===== src/rtl/zbt_port_arbiter_pkg.sv =====
// Shared definitions for the ZBT port arbiter: bus widths, the starvation
// FSM state type and the {addr,data} word buffered in the write FIFO.
package zbt_port_arbiter_pkg;

  localparam int ZBT_AW = 19;
  localparam int ZBT_DW = 36;

  typedef enum logic {
    ST_NORMAL   = 1'b0,
    ST_FORCE_WR = 1'b1
  } arb_state_e;

  // 55-bit FIFO entry, address in the upper bits
  typedef struct packed {
    logic [ZBT_AW-1:0] addr;
    logic [ZBT_DW-1:0] data;
  } wr_word_t;

endpackage


===== src/rtl/zbt_port_arbiter_wr_fifo.sv =====
// Synchronous write FIFO holding NTSC {addr,data} words until a ZBT slot is free.
// No fall-through: a word pushed into an empty FIFO is visible at the head the
// following cycle. The caller guarantees push only when not full (or popping)
// and pop only when not empty.
// Ports:
//   clk, rst_n        clock, async active-low reset
//   push_i / wdata_i  enqueue a word
//   pop_i / rdata_o   dequeue the head word (rdata_o is the current head)
//   full_o, empty_o   occupancy flags
//   level_o           current occupancy, 0..2**AW
module zbt_port_arbiter_wr_fifo
  import zbt_port_arbiter_pkg::*;
#(
  parameter int AW = 3
) (
  input  logic          clk,
  input  logic          rst_n,
  input  logic          push_i,
  input  wr_word_t      wdata_i,
  input  logic          pop_i,
  output wr_word_t      rdata_o,
  output logic          full_o,
  output logic          empty_o,
  output logic [AW:0]   level_o
);

  localparam int DEPTH = 2 ** AW;

  wr_word_t        mem_q [DEPTH];
  logic [AW-1:0]   wptr_q;
  logic [AW-1:0]   rptr_q;
  logic [AW:0]     level_q;

  always_ff @(posedge clk) begin
    if (push_i) mem_q[wptr_q] <= wdata_i;
  end

  always_ff @(posedge clk or negedge rst_n) begin
    if (!rst_n) begin
      wptr_q  <= '0;
      rptr_q  <= '0;
      level_q <= '0;
    end else begin
      if (push_i) wptr_q <= wptr_q + 1'b1;
      if (pop_i)  rptr_q <= rptr_q + 1'b1;
      case ({push_i, pop_i})
        2'b10:   level_q <= level_q + 1'b1;
        2'b01:   level_q <= level_q - 1'b1;
        default: level_q <= level_q;
      endcase
    end
  end

  assign rdata_o = mem_q[rptr_q];
  assign full_o  = (level_q == (AW+1)'(DEPTH));
  assign empty_o = (level_q == '0);
  assign level_o = level_q;

endmodule


===== src/rtl/zbt_port_arbiter.sv =====
// Shares the single ZBT SRAM port between the NTSC capture writer and the VGA
// display reader. Reads win each slot; writes are buffered and use idle slots,
// except when a write has waited long enough that it is forced ahead of reads.
// Write data is driven RD_LAT cycles after its address; read data is captured
// RD_LAT cycles after its address and presented one cycle later.
// Ports:
//   clk, rst_n                    clock, async active-low reset
//   wr_en/wr_addr/wr_data         NTSC write strobe and word
//   rd_req/rd_addr, rd_ack        display read request, held until rd_ack
//   rd_valid/rd_data              returned read word (1-cycle pulse)
//   mem_addr/mem_we               registered ZBT address and write enable
//   mem_wdata/mem_wdata_oe        registered ZBT write data and bus drive enable
//   mem_rdata                     ZBT read data
//   ovf_clr/wr_ovf                sticky FIFO overflow flag and its clear
//   fifo_level                    write FIFO occupancy
module zbt_port_arbiter
  import zbt_port_arbiter_pkg::*;
#(
  parameter int WFIFO_AW   = 3,
  parameter int RD_LAT     = 2,
  parameter int STARVE_MAX = 16
) (
  input  logic              clk,
  input  logic              rst_n,
  input  logic              wr_en,
  input  logic [ZBT_AW-1:0] wr_addr,
  input  logic [ZBT_DW-1:0] wr_data,
  input  logic              rd_req,
  input  logic [ZBT_AW-1:0] rd_addr,
  output logic              rd_ack,
  output logic              rd_valid,
  output logic [ZBT_DW-1:0] rd_data,
  output logic [ZBT_AW-1:0] mem_addr,
  output logic              mem_we,
  output logic [ZBT_DW-1:0] mem_wdata,
  output logic              mem_wdata_oe,
  input  logic [ZBT_DW-1:0] mem_rdata,
  input  logic              ovf_clr,
  output logic              wr_ovf,
  output logic [WFIFO_AW:0] fifo_level
);

  localparam int SCW = $clog2(STARVE_MAX) + 1;

  wr_word_t          fifo_in;
  wr_word_t          fifo_head;
  logic              fifo_full;
  logic              fifo_empty;
  logic              fifo_push;
  logic              fifo_pop;

  arb_state_e        state_q;
  logic [SCW-1:0]    starve_q;
  logic [SCW-1:0]    starve_d;

  logic              wr_slot;
  logic              rd_slot;

  logic [ZBT_AW-1:0] mem_addr_q;
  logic              mem_we_q;
  logic [ZBT_DW-1:0] wd_q [RD_LAT+1];
  logic [RD_LAT:0]   woe_q;
  logic [RD_LAT:0]   rv_q;
  logic              rd_valid_q;
  logic [ZBT_DW-1:0] rd_data_q;
  logic              wr_ovf_q;

  assign fifo_in = {wr_addr, wr_data};

  zbt_port_arbiter_wr_fifo #(.AW(WFIFO_AW)) u_wr_fifo (
    .clk     (clk),
    .rst_n   (rst_n),
    .push_i  (fifo_push),
    .wdata_i (fifo_in),
    .pop_i   (fifo_pop),
    .rdata_o (fifo_head),
    .full_o  (fifo_full),
    .empty_o (fifo_empty),
    .level_o (fifo_level)
  );

  always_comb begin
    wr_slot = 1'b0;
    rd_slot = 1'b0;
    if (state_q == ST_FORCE_WR && !fifo_empty) wr_slot = 1'b1;
    else if (rd_req)                           rd_slot = 1'b1;
    else if (!fifo_empty)                      wr_slot = 1'b1;
  end

  // Gated by rst_n so the combinational grant is also quiet while in reset.
  assign rd_ack    = rd_slot & rst_n;
  assign fifo_pop  = wr_slot;
  // A full FIFO still accepts a word when the head leaves in the same cycle.
  assign fifo_push = wr_en & (~fifo_full | fifo_pop);

  always_comb begin
    starve_d = starve_q + 1'b1;
    if (fifo_empty || wr_slot) starve_d = '0;
  end

  always_ff @(posedge clk or negedge rst_n) begin
    if (!rst_n) begin
      state_q  <= ST_NORMAL;
      starve_q <= '0;
    end else begin
      starve_q <= starve_d;
      case (state_q)
        ST_NORMAL:   if (starve_d == SCW'(STARVE_MAX - 1)) state_q <= ST_FORCE_WR;
        ST_FORCE_WR: if (wr_slot || fifo_empty)            state_q <= ST_NORMAL;
        default:                                           state_q <= ST_NORMAL;
      endcase
    end
  end

  // Stage 0 of each shift register lines up with mem_addr; stage RD_LAT is
  // the data phase of that slot on the ZBT bus.
  always_ff @(posedge clk or negedge rst_n) begin
    if (!rst_n) begin
      mem_addr_q <= '0;
      mem_we_q   <= 1'b0;
      woe_q      <= '0;
      rv_q       <= '0;
      rd_valid_q <= 1'b0;
      rd_data_q  <= '0;
      wr_ovf_q   <= 1'b0;
      for (int i = 0; i <= RD_LAT; i++) wd_q[i] <= '0;
    end else begin
      if (wr_slot)      mem_addr_q <= fifo_head.addr;
      else if (rd_slot) mem_addr_q <= rd_addr;
      mem_we_q <= wr_slot;
      woe_q    <= {woe_q[RD_LAT-1:0], wr_slot};
      rv_q     <= {rv_q[RD_LAT-1:0], rd_slot};
      wd_q[0]  <= wr_slot ? fifo_head.data : '0;
      for (int i = 1; i <= RD_LAT; i++) wd_q[i] <= wd_q[i-1];
      rd_valid_q <= rv_q[RD_LAT];
      if (rv_q[RD_LAT]) rd_data_q <= mem_rdata;
      if (wr_en && fifo_full && !fifo_pop) wr_ovf_q <= 1'b1;
      else if (ovf_clr)                    wr_ovf_q <= 1'b0;
    end
  end

  assign mem_addr     = mem_addr_q;
  assign mem_we       = mem_we_q;
  assign mem_wdata    = wd_q[RD_LAT];
  assign mem_wdata_oe = woe_q[RD_LAT];
  assign rd_valid     = rd_valid_q;
  assign rd_data      = rd_data_q;
  assign wr_ovf       = wr_ovf_q;

endmodule


===== config.mk =====
export PLATFORM = sky130hd
export DESIGN_NAME = zbt_port_arbiter
export DESIGN_NICKNAME = d
export VERILOG_FILES = /design/src/rtl/zbt_port_arbiter_pkg.sv /design/src/rtl/zbt_port_arbiter_wr_fifo.sv /design/src/rtl/zbt_port_arbiter.sv
export SDC_FILE = /design/constraint.sdc
export NUM_CORES = 1
export LEC_CHECK = 0
export ABC_AREA = 1
export CAP_MARGIN = 5
export CORE_MARGIN = 2
export CORE_UTILIZATION = 45
export CTS_BUF_LIST = sky130_fd_sc_hd__clkbuf_16
export CTS_CLUSTER_DIAMETER = 100
export DETAILED_ROUTE_END_ITERATION = 8
export DONT_BUFFER_PORTS = 1
export GPL_TIMING_DRIVEN = 0
export PLACE_DENSITY = 0.63
export SKIP_LAST_GASP = 1
export SYNTH_ARGS = -nofsm -noshare
export SYNTH_HDL_FRONTEND = slang
export SYNTH_SLANG_ARGS = --single-unit

===== constraint.sdc =====
create_clock -name clk -period 3.9 [get_ports clk]
set_clock_uncertainty 0.05 [all_clocks]
set_input_delay 0.585 -clock clk [delete_from_list [all_inputs] [get_ports clk]]
set_output_delay 0.585 -clock clk [all_outputs]
set_load 0.01 [all_outputs]

==> summary by stage <==
Status
The flow ran to the end, but the final reports show violations. The checks that failed: hold timing.

Critical path
For the worst flop-to-flop path, the logic depth is 12. In this run the worst path has a maximum fanout of 12. STA classifies the critical path startpoint as a flip-flop. For the worst setup path, the data required time is about 4.3 ns. The startpoint of the lowest-slack register-to-register path is u_wr_fifo.level_o[3]$_DFFE_PN0P_. For flop-to-flop paths, the worst setup slack is around 0.96 ns.

By startpoint and endpoint, the worst setup path is classified as flip-flop to flip-flop. The endpoint kind of the worst setup timing path is a flip-flop. The end of the worst register-to-register path is u_wr_fifo.level_o[2]$_DFFE_PN0P_. At the worst endpoint, the arrival time is 3.33 ns.

Finish
The diode insertion count for antenna repair is 0. After routing the design area is about 0.027 mm². The layout overhead on the synthesized area is 13.91%. The core utilization of the finished layout is ~52%. The share of cells above drive strength 1 is 14.13%. Counting the fill cells in the layout gives 4371.

The number of nets in the layout is ~2100.

Floorplan
The area of the core region is 0.05266 mm². The floorplan die area is ~0.055 mm². The height of the die is between 200 and 250 µm. The floorplan die width is about 240 µm. approximately 220 I/O pins were placed. The total number of placement rows is 84. The initial utilization of the core area, before any placement, comes to 45.68%.

Global routing
The pin count of the biggest net entering global routing is between 150 and 200. The via count of the first global-routing pass is roughly 14000. The initial antenna violation count is 0. The remaining global-route overflow is 0.

The first global-routing pass estimated approximately 85 mm of wire. The total routing usage reported by global routing is 20.18%.

Route
In the final routed layout, each cell accounts on average for between 20 and 25 µm. The first TritonRoute pass finished after 5 iterations. The via count of the routed design is approximately 14000. The total routed wirelength is between 50 and 60 mm.

After detailed routing, the number of remaining DRC violations is 0. After detailed routing, the number of vias per cell comes to around 5.2. The count of antenna-violating nets left after detailed routing is 0.

The number of DRC markers in iteration 0 is around 1300.

Timing
The share of the clock period used by the worst path is 75.30%. The final count of pins violating max slew came to 0. The final-report hold violation count is around 190.

Across all setup checks in the final design, the least slack found is ~0.96 ns. The transition time of the tightest slew-check pin is around 0.91 ns. Headroom to the max-slew limit came out at between 30 and 40%.

The number of setup violations in the final report is 0. Setup repair after global routing left no endpoint under its margin. Setup total negative slack on the finished layout was measured at 0 ns.

The worst hold margin is -0.3386 ns. The final critical-path required period is 2.937 ns. The maximum frequency from static timing analysis is 340.5 MHz.

Synth
Yosys printed 0 warnings. The flip-flop and latch count after synthesis is 627. Counting flops with a built-in enable in the synthesized netlist gives 440. After synthesis, flip-flops and latches occupy between 70% and 80% of the total area.

Synthesis produced 1924 cells. The main flop type after synthesis is sky130_fd_sc_hd__edfxtp_1. The count of distinct cell types in the synthesized netlist is 29. The synthesized net count is between 2000 and 2500. In this run the cell area of the synthesized design comes to between 0.02 and 0.025 mm². Of all flip-flops after synthesis, the portion carrying an async set or reset was around 30%. A synthesized cell averages 12.50 µm².

Power and ir drop
The analysis attributes to cell leakage a power of about 11 nW. IR analysis of the VDD net gives a maximum drop of 0.3648 mV. The power density normalized to cell area is around 760 mW/mm².

Placement
Routability-driven placement finished with a final weighted congestion of around 0.78. The number of buffers added on ports is 0. Once placement finished, the instance area stood at roughly 0.025 mm². Before CTS, the worst setup slack after placement is between 0.7 and 0.8 ns. The half-perimeter wire length after placement is approximately 35 mm.

Clocking
In this run the number of H-tree levels came out at 3. Post-CTS timing repair inserted 0 buffers for setup. The CTS tree is done. Clock-pin slew was measured on the worst setup and hold paths at about 0.06 ns.

TritonCTS created 66 clock buffers. The number of clock sinks seen by CTS is roughly 630. The maximum clock path buffer count is 3. In this run the clock root is driven by a sky130_fd_sc_hd__clkbuf_16.

The latest clock arrival within the worst-skew pair is 0.59 ns.

Flow run
Max-cap violations in this run came to 0.

Min path
The class of the worst hold path is primary input to asynchronous set/reset pin.
through the flow:
step / cells / power, mW / hold slack [ns]
finish: 2748 / 20.69 / -0.3386
global route: 2748 / 21.87 / -0.3593
CTS: 2748 / 20.90 / -0.3823
detailed placement: 2628 / 14.87 / 0.2496
global placement: 2612 / 14.68 / 0.2505
floorplan: 1924 / 12.83 / 0.2394
report_power, final:
part / internal (mW) / switching [mW]
clock network: 3.51 / 2.49
registers: 8.47 / 0.568
logic: 1.81 / 3.85
layout by cell type (no fill, tap or decap), types with 2 or more instances in the layout:
master	n
sky130_fd_sc_hd__nand2_1	471
sky130_fd_sc_hd__clkinv_2	9
sky130_fd_sc_hd__inv_2	4
sky130_fd_sc_hd__ha_1	6
sky130_fd_sc_hd__bufinv_16	3
sky130_fd_sc_hd__xnor2_1	2
sky130_fd_sc_hd__nor2_1	105
sky130_fd_sc_hd__buf_4	40
sky130_fd_sc_hd__clkbuf_16	72
sky130_fd_sc_hd__buf_2	56
sky130_fd_sc_hd__mux2_2	36
sky130_fd_sc_hd__nand3_1	200
sky130_fd_sc_hd__a21oi_1	19
sky130_fd_sc_hd__o211ai_1	36
sky130_fd_sc_hd__edfxtp_1	440
sky130_fd_sc_hd__clkinv_1	14
sky130_fd_sc_hd__xor2_1	4
sky130_fd_sc_hd__o21ai_0	58
sky130_fd_sc_hd__clkbuf_1	33
sky130_fd_sc_hd__o21ai_2	2
sky130_fd_sc_hd__inv_1	147
sky130_fd_sc_hd__a31oi_1	36
sky130_fd_sc_hd__nand4_1	2
sky130_fd_sc_hd__buf_12	13
sky130_fd_sc_hd__dfrtp_1	187
sky130_fd_sc_hd__buf_1	7
sky130_fd_sc_hd__nor2_4	8
sky130_fd_sc_hd__or2_2	37
sky130_fd_sc_hd__buf_16	3
Yosys cell counts, drive strengths merged, types with 4 or more instances:
library cell	count	area (µm²)
o211ai	36	270.3
ha	6	75.07
a21oi	19	95.09
xor2	4	35.03
edfxtp	440	13210
a31oi	37	246.5
or2	37	231.5
o21ai	60	307.8
buf	104	618.1
inv	132	495.5
nand2	472	1774
clkbuf	33	123.9
nand3	201	1011
nor2	114	430.4
mux2	36	405.4
dfrtp	187	4679
critical path, cell delays in order (launching register included):
cell and delay, ns:
sky130_fd_sc_hd__dfrtp_1 0.46, sky130_fd_sc_hd__inv_1 0.15, sky130_fd_sc_hd__a31oi_4 0.46, sky130_fd_sc_hd__buf_2 0.41
sky130_fd_sc_hd__ha_1 0.28, sky130_fd_sc_hd__nand2_1 0.09, sky130_fd_sc_hd__inv_1 0.06, sky130_fd_sc_hd__nor2_1 0.06
sky130_fd_sc_hd__ha_1 0.18, sky130_fd_sc_hd__a21o_1 0.17, sky130_fd_sc_hd__or2_2 0.28, sky130_fd_sc_hd__nand3_1 0.07
sky130_fd_sc_hd__o21ai_0 0.08
logic make-up (layout without fill, tap and decap cells):
family          Yosys count  after routing  synth area share, %
compound gates          153            153                3.854
xor+xnor                  6              6               0.2185
fa+ha+maj                 6              6               0.3121
buf+inv                 269            405                5.144
flops                   627            627                74.38
mux                      36             36                1.685
simple gates            827            827                14.41
routing by layer:
layer	wire, µm	up-vias	GRT usage, %
met1	23260	7074	26.74
met3	4289	93	4.362
met5	0	-	0
met4	1555	0	7.499
met2	26630	556	32.83
li1	-	6691	-
timing repair:
item	4_1_cts	5_1_grt
setup endpoints to repair	0	0
gates resized for setup	0	0
hold endpoints to repair	187	187
worst max-delay path by stage:
| stage | endpoint | slack, ns | from | cells past startpoint |
|---|---|---|---|---|
| after floorplan | u_wr_fifo.mem_q[0][0]$_DFFE_PP_ | -0.13 | rd_req | 6 |
| after global routing | u_wr_fifo.level_o[2]$_DFFE_PN0P_ | 0.77 | u_wr_fifo.level_o[1]$_DFFE_PN0P_ | 13 |
| after CTS | u_wr_fifo.level_o[2]$_DFFE_PN0P_ | 0.94 | u_wr_fifo.level_o[3]$_DFFE_PN0P_ | 12 |
| after detailed placement | u_wr_fifo.level_o[2]$_DFFE_PN0P_ | 0.75 | rd_req | 13 |
| after global placement | u_wr_fifo.mem_q[6][19]$_DFFE_PP_ | -2.81 | rd_req | 6 |
| final | u_wr_fifo.level_o[2]$_DFFE_PN0P_ | 0.96 | u_wr_fifo.level_o[3]$_DFFE_PN0P_ | 12 |
flip-flops by register name, summed over array words and instances, names as in the netlist:
register           count
wd_q                  72
woe_q                  3
wr_ovf                 1
rd_valid               1
starve_q               5
rd_data               36
u_wr_fifo.rptr_q       3
mem_addr              19
u_wr_fifo.wptr_q       3
u_wr_fifo.mem_q      440
mem_wdata             36
u_wr_fifo.level_o      4
state_q                1
rv_q                   3
area by class of cell:
cell class	instances	area (µm²)	area share, %
plain buffers	137	742.0	2.708
clock buffers	72	1802	6.575
clock inverters	48	281.5	1.027
inverters	132	495.5	1.808
multi-input cells	1028	4986	18.20
flip-flops and latches	627	17890	65.29
well taps	688	860.8	3.141
repair buffers	16	342.8	1.251
(Power assumes the default switching activity.)
